<file path="src/rtl/seg_scan_display_if.sv">
// Bundle between the data-path registers and the scan driver: display content in,
// digit-select / segment pins and the frame strobe out.
interface seg_scan_display_if #(
   parameter int DIGITS = 8
);
   logic [4*DIGITS-1:0] data;
   logic                load;
   logic [DIGITS-1:0]   dp_en;
   logic [DIGITS-1:0]   sym_en;
   logic [DIGITS-1:0]   blank;
   logic                lz_en;
   logic [3:0]          bright;
   logic [DIGITS-1:0]   digit_sel;
   logic [7:0]          seg;
   logic                frame_tick;

   modport master (
      output data, load, dp_en, sym_en, blank, lz_en, bright,
      input  digit_sel, seg, frame_tick
   );

   modport slave (
      input  data, load, dp_en, sym_en, blank, lz_en, bright,
      output digit_sel, seg, frame_tick
   );
endinterface

</file>
<file path="src/rtl/seg_scan_display.sv">
// Multiplexed 7-segment scan driver: slot prescaler, double-buffered content,
// leading-zero suppression and on-time brightness control.

// One digit's glyph, before polarity; seg[7]=dp, seg[6:0]=g..a.
module seg_scan_lane (
   input  logic [3:0] nib,
   input  logic       dp,
   input  logic       sym,
   input  logic       blank,
   input  logic       sup,
   output logic [7:0] glyph
);
   logic [6:0] hex;

   always_comb begin
      hex = 7'h00;
      unique case (nib)
         4'h0: hex = 7'h3F;
         4'h1: hex = 7'h06;
         4'h2: hex = 7'h5B;
         4'h3: hex = 7'h4F;
         4'h4: hex = 7'h66;
         4'h5: hex = 7'h6D;
         4'h6: hex = 7'h7D;
         4'h7: hex = 7'h07;
         4'h8: hex = 7'h7F;
         4'h9: hex = 7'h6F;
         4'hA: hex = 7'h77;
         4'hB: hex = 7'h7C;
         4'hC: hex = 7'h39;
         4'hD: hex = 7'h5E;
         4'hE: hex = 7'h79;
         4'hF: hex = 7'h71;
      endcase
   end

   always_comb begin
      if (blank)    glyph = 8'h00;
      else if (sym) glyph = {dp, 7'h40};
      else if (sup) glyph = {dp, 7'h00};
      else          glyph = {dp, hex};
   end
endmodule

module seg_scan_display #(
   parameter int DIGITS          = 8,
   parameter int CLK_DIV         = 50000,
   parameter int SEL_ACTIVE_HIGH = 1,
   parameter int SEG_ACTIVE_HIGH = 1
) (
   input logic               clk,
   input logic               rtsn,
   seg_scan_display_if.slave bus
);
   localparam int CW = (CLK_DIV > 1) ? $clog2(CLK_DIV) : 1;
   localparam int IW = $clog2(DIGITS);
   localparam int PW = CW + 6;

   localparam logic [DIGITS-1:0] SEL_OFF = {DIGITS{(SEL_ACTIVE_HIGH == 0)}};
   localparam logic [7:0]        SEG_OFF = {8{(SEG_ACTIVE_HIGH == 0)}};

   typedef struct packed {
      logic [DIGITS-1:0][3:0] data;
      logic [DIGITS-1:0]      dp;
      logic [DIGITS-1:0]      sym;
      logic [DIGITS-1:0]      blank;
   } buf_t;

   logic [CW-1:0]          cnt;
   logic [IW-1:0]          idx;
   logic [3:0]             bright_s;
   buf_t                   pend, act;
   logic                   frame_tick_q;
   logic [DIGITS-1:0]      sel_q;
   logic [7:0]             seg_q;

   logic                   wrap, last, en;
   logic [PW-1:0]          on_prod, on_lim;
   logic [DIGITS-1:0]      sup, sel_oh;
   logic                   run;
   logic [DIGITS-1:0][7:0] glyphs;
   logic [7:0]             glyph_cur;

   assign wrap = (cnt == CW'(CLK_DIV - 1));
   assign last = (idx == IW'(DIGITS - 1));

   // bright_s refreshes at cnt=0, which is always dark, so a slot never mixes two levels.
   assign on_prod = (PW'(bright_s) + PW'(1)) * PW'(CLK_DIV);
   assign on_lim  = on_prod >> 4;
   assign en      = (cnt != '0) && (PW'(cnt) < on_lim);

   // Suppression runs from the most significant digit down; blanked digits keep it going.
   always_comb begin
      run = bus.lz_en;
      sup = '0;
      for (int i = DIGITS - 1; i >= 1; i--) begin
         run    = run & (act.blank[i] |
                         ((act.data[i] == 4'h0) & ~act.sym[i] & ~act.dp[i]));
         sup[i] = run;
      end
   end

   seg_scan_lane u_lane [DIGITS-1:0] (
      .nib   (act.data),
      .dp    (act.dp),
      .sym   (act.sym),
      .blank (act.blank),
      .sup   (sup),
      .glyph (glyphs)
   );

   assign glyph_cur = glyphs[idx];

   // Digit i sits on bit DIGITS-1-i of the select bus.
   always_comb begin
      sel_oh = '0;
      for (int i = 0; i < DIGITS; i++)
         sel_oh[DIGITS-1-i] = (idx == IW'(i));
   end

   always_ff @(posedge clk or negedge rtsn) begin
      if (!rtsn) begin
         cnt          <= '0;
         idx          <= '0;
         bright_s     <= '0;
         pend         <= '0;
         act          <= '0;
         frame_tick_q <= 1'b0;
         sel_q        <= SEL_OFF;
         seg_q        <= SEG_OFF;
      end else begin
         frame_tick_q <= wrap && last;
         if (wrap) begin
            cnt <= '0;
            idx <= last ? '0 : idx + 1'b1;
            if (last) act <= pend;
         end else begin
            cnt <= cnt + 1'b1;
         end
         if (bus.load)
            pend <= {bus.data, bus.dp_en, bus.sym_en, bus.blank};
         if (cnt == '0)
            bright_s <= bus.bright;
         sel_q <= en ? (sel_oh ^ SEL_OFF) : SEL_OFF;
         seg_q <= en ? (glyph_cur ^ SEG_OFF) : SEG_OFF;
      end
   end

   assign bus.digit_sel  = sel_q;
   assign bus.seg        = seg_q;
   assign bus.frame_tick = frame_tick_q;
endmodule
</file>
<file path="src/flat_wrapper.sv">
// flat-port wrapper written by rule: the top's interface ports become plain ports
module seg_scan_display_flat 
#(
   parameter int DIGITS          = 8,
   parameter int CLK_DIV         = 50000,
   parameter int SEL_ACTIVE_HIGH = 1,
   parameter int SEG_ACTIVE_HIGH = 1
)
  (clk, rtsn, bus_data, bus_load, bus_dp_en, bus_sym_en, bus_blank, bus_lz_en, bus_bright, bus_digit_sel, bus_seg, bus_frame_tick);
  seg_scan_display_if #(.DIGITS(DIGITS)) bus_i ();
  input logic clk;
  input logic rtsn;
  input wire logic [$bits(bus_i.data)-1:0] bus_data;
  input wire logic [$bits(bus_i.load)-1:0] bus_load;
  input wire logic [$bits(bus_i.dp_en)-1:0] bus_dp_en;
  input wire logic [$bits(bus_i.sym_en)-1:0] bus_sym_en;
  input wire logic [$bits(bus_i.blank)-1:0] bus_blank;
  input wire logic [$bits(bus_i.lz_en)-1:0] bus_lz_en;
  input wire logic [$bits(bus_i.bright)-1:0] bus_bright;
  output wire logic [$bits(bus_i.digit_sel)-1:0] bus_digit_sel;
  output wire logic [$bits(bus_i.seg)-1:0] bus_seg;
  output wire logic [$bits(bus_i.frame_tick)-1:0] bus_frame_tick;
  assign bus_i.data = bus_data;
  assign bus_i.load = bus_load;
  assign bus_i.dp_en = bus_dp_en;
  assign bus_i.sym_en = bus_sym_en;
  assign bus_i.blank = bus_blank;
  assign bus_i.lz_en = bus_lz_en;
  assign bus_i.bright = bus_bright;
  assign bus_digit_sel = bus_i.digit_sel;
  assign bus_seg = bus_i.seg;
  assign bus_frame_tick = bus_i.frame_tick;
  seg_scan_display #(.DIGITS(DIGITS), .CLK_DIV(CLK_DIV), .SEL_ACTIVE_HIGH(SEL_ACTIVE_HIGH), .SEG_ACTIVE_HIGH(SEG_ACTIVE_HIGH)) u_core (.clk(clk), .rtsn(rtsn), .bus(bus_i));
endmodule
</file>
<file path="config.mk">
export PLATFORM = sky130hd
export DESIGN_NAME = seg_scan_display_flat
export DESIGN_NICKNAME = d
export VERILOG_FILES = /design/src/rtl/seg_scan_display_if.sv /design/src/rtl/seg_scan_display.sv /design/src/flat_wrapper.sv
export SDC_FILE = /design/constraint.sdc
export NUM_CORES = 1
export LEC_CHECK = 0
export CORE_MARGIN = 2
export CORE_UTILIZATION = 57
export DETAILED_ROUTE_END_ITERATION = 16
export HOLD_SLACK_MARGIN = 0.1
export PLACE_DENSITY = 0.78
export SYNTH_ARGS = -nofsm -noshare
export SYNTH_HDL_FRONTEND = slang
export SYNTH_HIERARCHICAL = 1
export SYNTH_SLANG_ARGS = --single-unit
</file>
<file path="constraint.sdc">
create_clock -name clk -period 13.35 [get_ports clk]
set_input_delay 2.67 -clock clk [delete_from_list [all_inputs] [get_ports clk]]
set_output_delay 2.67 -clock clk [all_outputs]
set_load 0.05 [all_outputs]
</file>
==> results.py <==
metrics = {
    "floorplanning": {
        "row_count": 48,
        "die_w_um": 138,
        "ios": 81,
        "die_h_um": 138,
        "die_area_um2": 19000,
        "core_area_um2": 17400,
        "start_util_pct": 58.6,
    },
    "sta": {
        "slew_viol_final": 0,
        "fin_tns_setup_ns": 0,
        "period_minus_slack_ns": 5.64,
        "finalHoldViolations": 0,
        "setup_violations": 0,
        "finalClockSkew_ns": 0.0114,
        "worstMarginPinSlew_ns": 0.979,
        "fin_crit_sh_pct": 42.3,
        "max_freq_mhz": 177,
        "maxSlewHeadroom_pct": 34.7,
        "rsz0062_at_grt": "false",
        "fin_hold_ws_ns": 0.500,
        "timing.final.ws_setup_ns": 7.71,
    },
    "synth": {
        "synth_top_family_by_area": "multiplexers",
        "syn_area_um2": 10200,
        "ys_warn_count": 6,
        "synth_xor_area_share_pct": 2.32,
        "synth-edff-count": 0,
        "ys_seq_elements": 152,
        "synth_compound_area_share_pct": 8.38,
        "yosys.area_share.simple_pct": 12.8,
        "seq_area_frac_synth_pct": 37.2,
        "synth.avg_cell_area_um2": 10.9,
        "muxShareOfSynthArea_pct": 21.7,
        "syn_inst": 941,
        "yosys.area_share.adder_pct": 12.8,
        "dominantRegCellSynth": "dfrtp_1",
        "synth_cell_types": 53,
        "synthArstFlopShare_pct": 100,
    },
    "clock_tree": {
        "clk_path_buf_depth": 2,
        "clock_latency_ns": 0.43,
        "cts_max_level": 4,
        "cts.clk_slew.worst_paths_ns": 0.06,
        "cts.sink_count": 152,
        "numCtsBuffers": 17,
        "cts_tree": "built",
        "ctsHoldBuffers": 0,
        "ctsResizeCount": 0,
        "cts_root_buf": "clkbuf_16",
        "cts_setup_buffers": 0,
    },
    "grt": {
        "grt_start_max_net_pins": 82,
        "globalRouteTotalUtil_pct": 24.2,
        "overflow": 0,
        "grt_first_pass_wirelength_um": 35900,
        "antenna_found_initial": 0,
        "grt_pass1_vias": 7310,
    },
    "final_layout": {
        "area_delta_synth_final_pct": 13.5,
        "instances_no_fill": 1236,
        "final_cell_mix": "dfrtp_1, ha_1, mux2_2, clkdlybuf4s50_1, nand2_1",
        "nNetsFinal": 1166,
        "post-route-util_pct": 66.6,
        "mostFrequentLayoutCell": "dfrtp_1",
        "drive_above_1_share_pct": 18.4,
        "diodes": 0,
    },
    "routing": {
        "ant_nets": 0,
        "routed_via_density": 5.88,
        "vias": 7267,
        "route.detailed.drc": 0,
        "wl_per_cell_um": 17.3,
        "initialDrtViolationCount": 536,
        "postRouteWirelength_um": 21400,
        "dr.pass1.iters": 5,
    },
    "critical_path": {
        "r2r_start": "u_core/bright_s[0]",
        "worstSetupPathType": "in -> reg",
        "cp-startpoint": "bus_lz_en",
        "cp.required_ns": 13.62,
        "critPathLaunchType": "input pin",
        "path_max_fanout": 6,
        "end_kind": "register",
        "cp.arrival_ns": 5.91,
    },
    "placement": {
        "post-place-cells": 1204,
        "pre_cts_slack_ns": 7.37,
        "post-dp-hpwl_um": 15600,
        "port_buffers": 80,
        "place_congestion": 0.908,
    },
    "run_status": {
        "status": "completed",
    },
    "min_path": {
        "hp-start": "u_core/pend[36]",
        "hp-class": "reg -> reg",
    },
    "flow_run": {
        "maxCapViolCount": 0,
    },
    "power": {
        "p_leak_nw": 5.18,
        "ir_worst_vdd_mv": 0.0807,
        "powerDensity_nw_per_um2": 95.3,
    },
}
logic make-up after synthesis:
group,Yosys count
AOI/OAI and AO/OA,133
xor gates and xnor gates,27
adders and majority gates,104
buffers and inverters,101
DFF,152
muxes,165
other,1
and+or+nand+nor,258
stage by stage:
step / cell area [um2] / total power [mW]
2_1_floorplan: 10200 / 0.603
3_3_place_gp: 11000 / 0.654
3_5_place_dp: 11000 / 0.661
4_1_cts: 11600 / 1.11
5_1_grt: 11600 / 1.15
6_report: 11600 / 1.10
Yosys cell counts, drive strengths merged (2+ instances only):
| master | number | area share (%) |
|---|---|---|
| ha | 103 | 13 |
| nand4b | 11 | 0.94 |
| xnor2 | 13 | 1.1 |
| nand2 | 75 | 2.8 |
| clkbuf | 13 | 0.48 |
| o32ai | 8 | 0.69 |
| mux2i | 17 | 1.7 |
| and3 | 3 | 0.18 |
| o21ai | 16 | 0.78 |
| dfrtp | 152 | 37 |
| or3 | 9 | 0.55 |
| nor2 | 64 | 2.4 |
| a21oi | 46 | 2.3 |
| buf | 34 | 2.3 |
| and2 | 5 | 0.31 |
| nor3 | 16 | 0.78 |
| xor2 | 14 | 1.2 |
| o211ai | 4 | 0.29 |
| a31o | 8 | 0.69 |
| nand2b | 9 | 0.55 |
| inv | 54 | 2.0 |
| nand3 | 16 | 0.78 |
| a211oi | 26 | 1.9 |
| nand4 | 5 | 0.31 |
| mux4 | 24 | 5.3 |
| and3b | 8 | 0.69 |
| mux2 | 124 | 15 |
| a21o | 4 | 0.29 |
| or4 | 2 | 0.18 |
| nor4b | 2 | 0.17 |
| nor2b | 22 | 1.3 |
| a31oi | 12 | 0.73 |
| nor4 | 9 | 0.70 |
sequential cells by signal, indices dropped and copies added, names as in the netlist:
name and flops:
u_core/act 56, u_core/bright_s 4, u_core/bus.digit_sel 8, u_core/bus.frame_tick 1
u_core/bus.seg 8, u_core/cnt 16, u_core/idx 3, u_core/pend 56
report_power, final:
part / internal, mW / switching (mW) / leakage, nW
clock network: 0.249 / 0.203 / 0.268
registers: 0.479 / 0.0107 / 1.95
logic: 0.0799 / 0.0830 / 2.96
total: 0.808 / 0.296 / 5.18
cell type report:
type	count	area, um2
Multi-Input combinational cell	690	5930
Clock inverter	12	106
Tap cell	225	282
Sequential cell	152	3800
Timing Repair Buffer	83	820
Fill cell	1360	5820
Clock buffer	20	447
Inverter	54	203
layer usage:
metal	vias to the layer above	wire [um]	share of wire, %	GRT usage (%)
met5	-	0	0	0
met4	0	550	2.6	8.28
met3	41	1020	4.8	5.01
met2	199	10000	47	39.2
met1	3555	9750	46	32.6
li1	3472	-	-	-
critical path: stages:
cell and delay [ns]:
clkdlybuf4s50_1 0.47, nor4b_1 0.57, o21ai_0 0.39, nor4_1 0.57, or3_1 0.31, a31o_1 0.13
a21oi_1 0.04, mux4_2 0.48, nand2_1 0.09, nand2_1 0.06, nand2_1 0.06, a21oi_1 0.06
path summary, 6_finish.rpt:
| check | end | slack (ns) | cells after the start |
|---|---|---|---|
| min | u_core/pend[36] | 0.50 | 1 |
| min in group asynchronous | u_core/pend[28] | 2.25 | 1 |
| max reg2reg | u_core/bus.digit_sel[7] | 8.16 | 18 |
| min reg2reg | u_core/pend[36] | 0.50 | 1 |
| max | u_core/bus.seg[1] | 7.71 | 12 |
| max in group asynchronous | u_core/act[55] | 9.68 | 2 |
(Power assumes the default switching activity.)
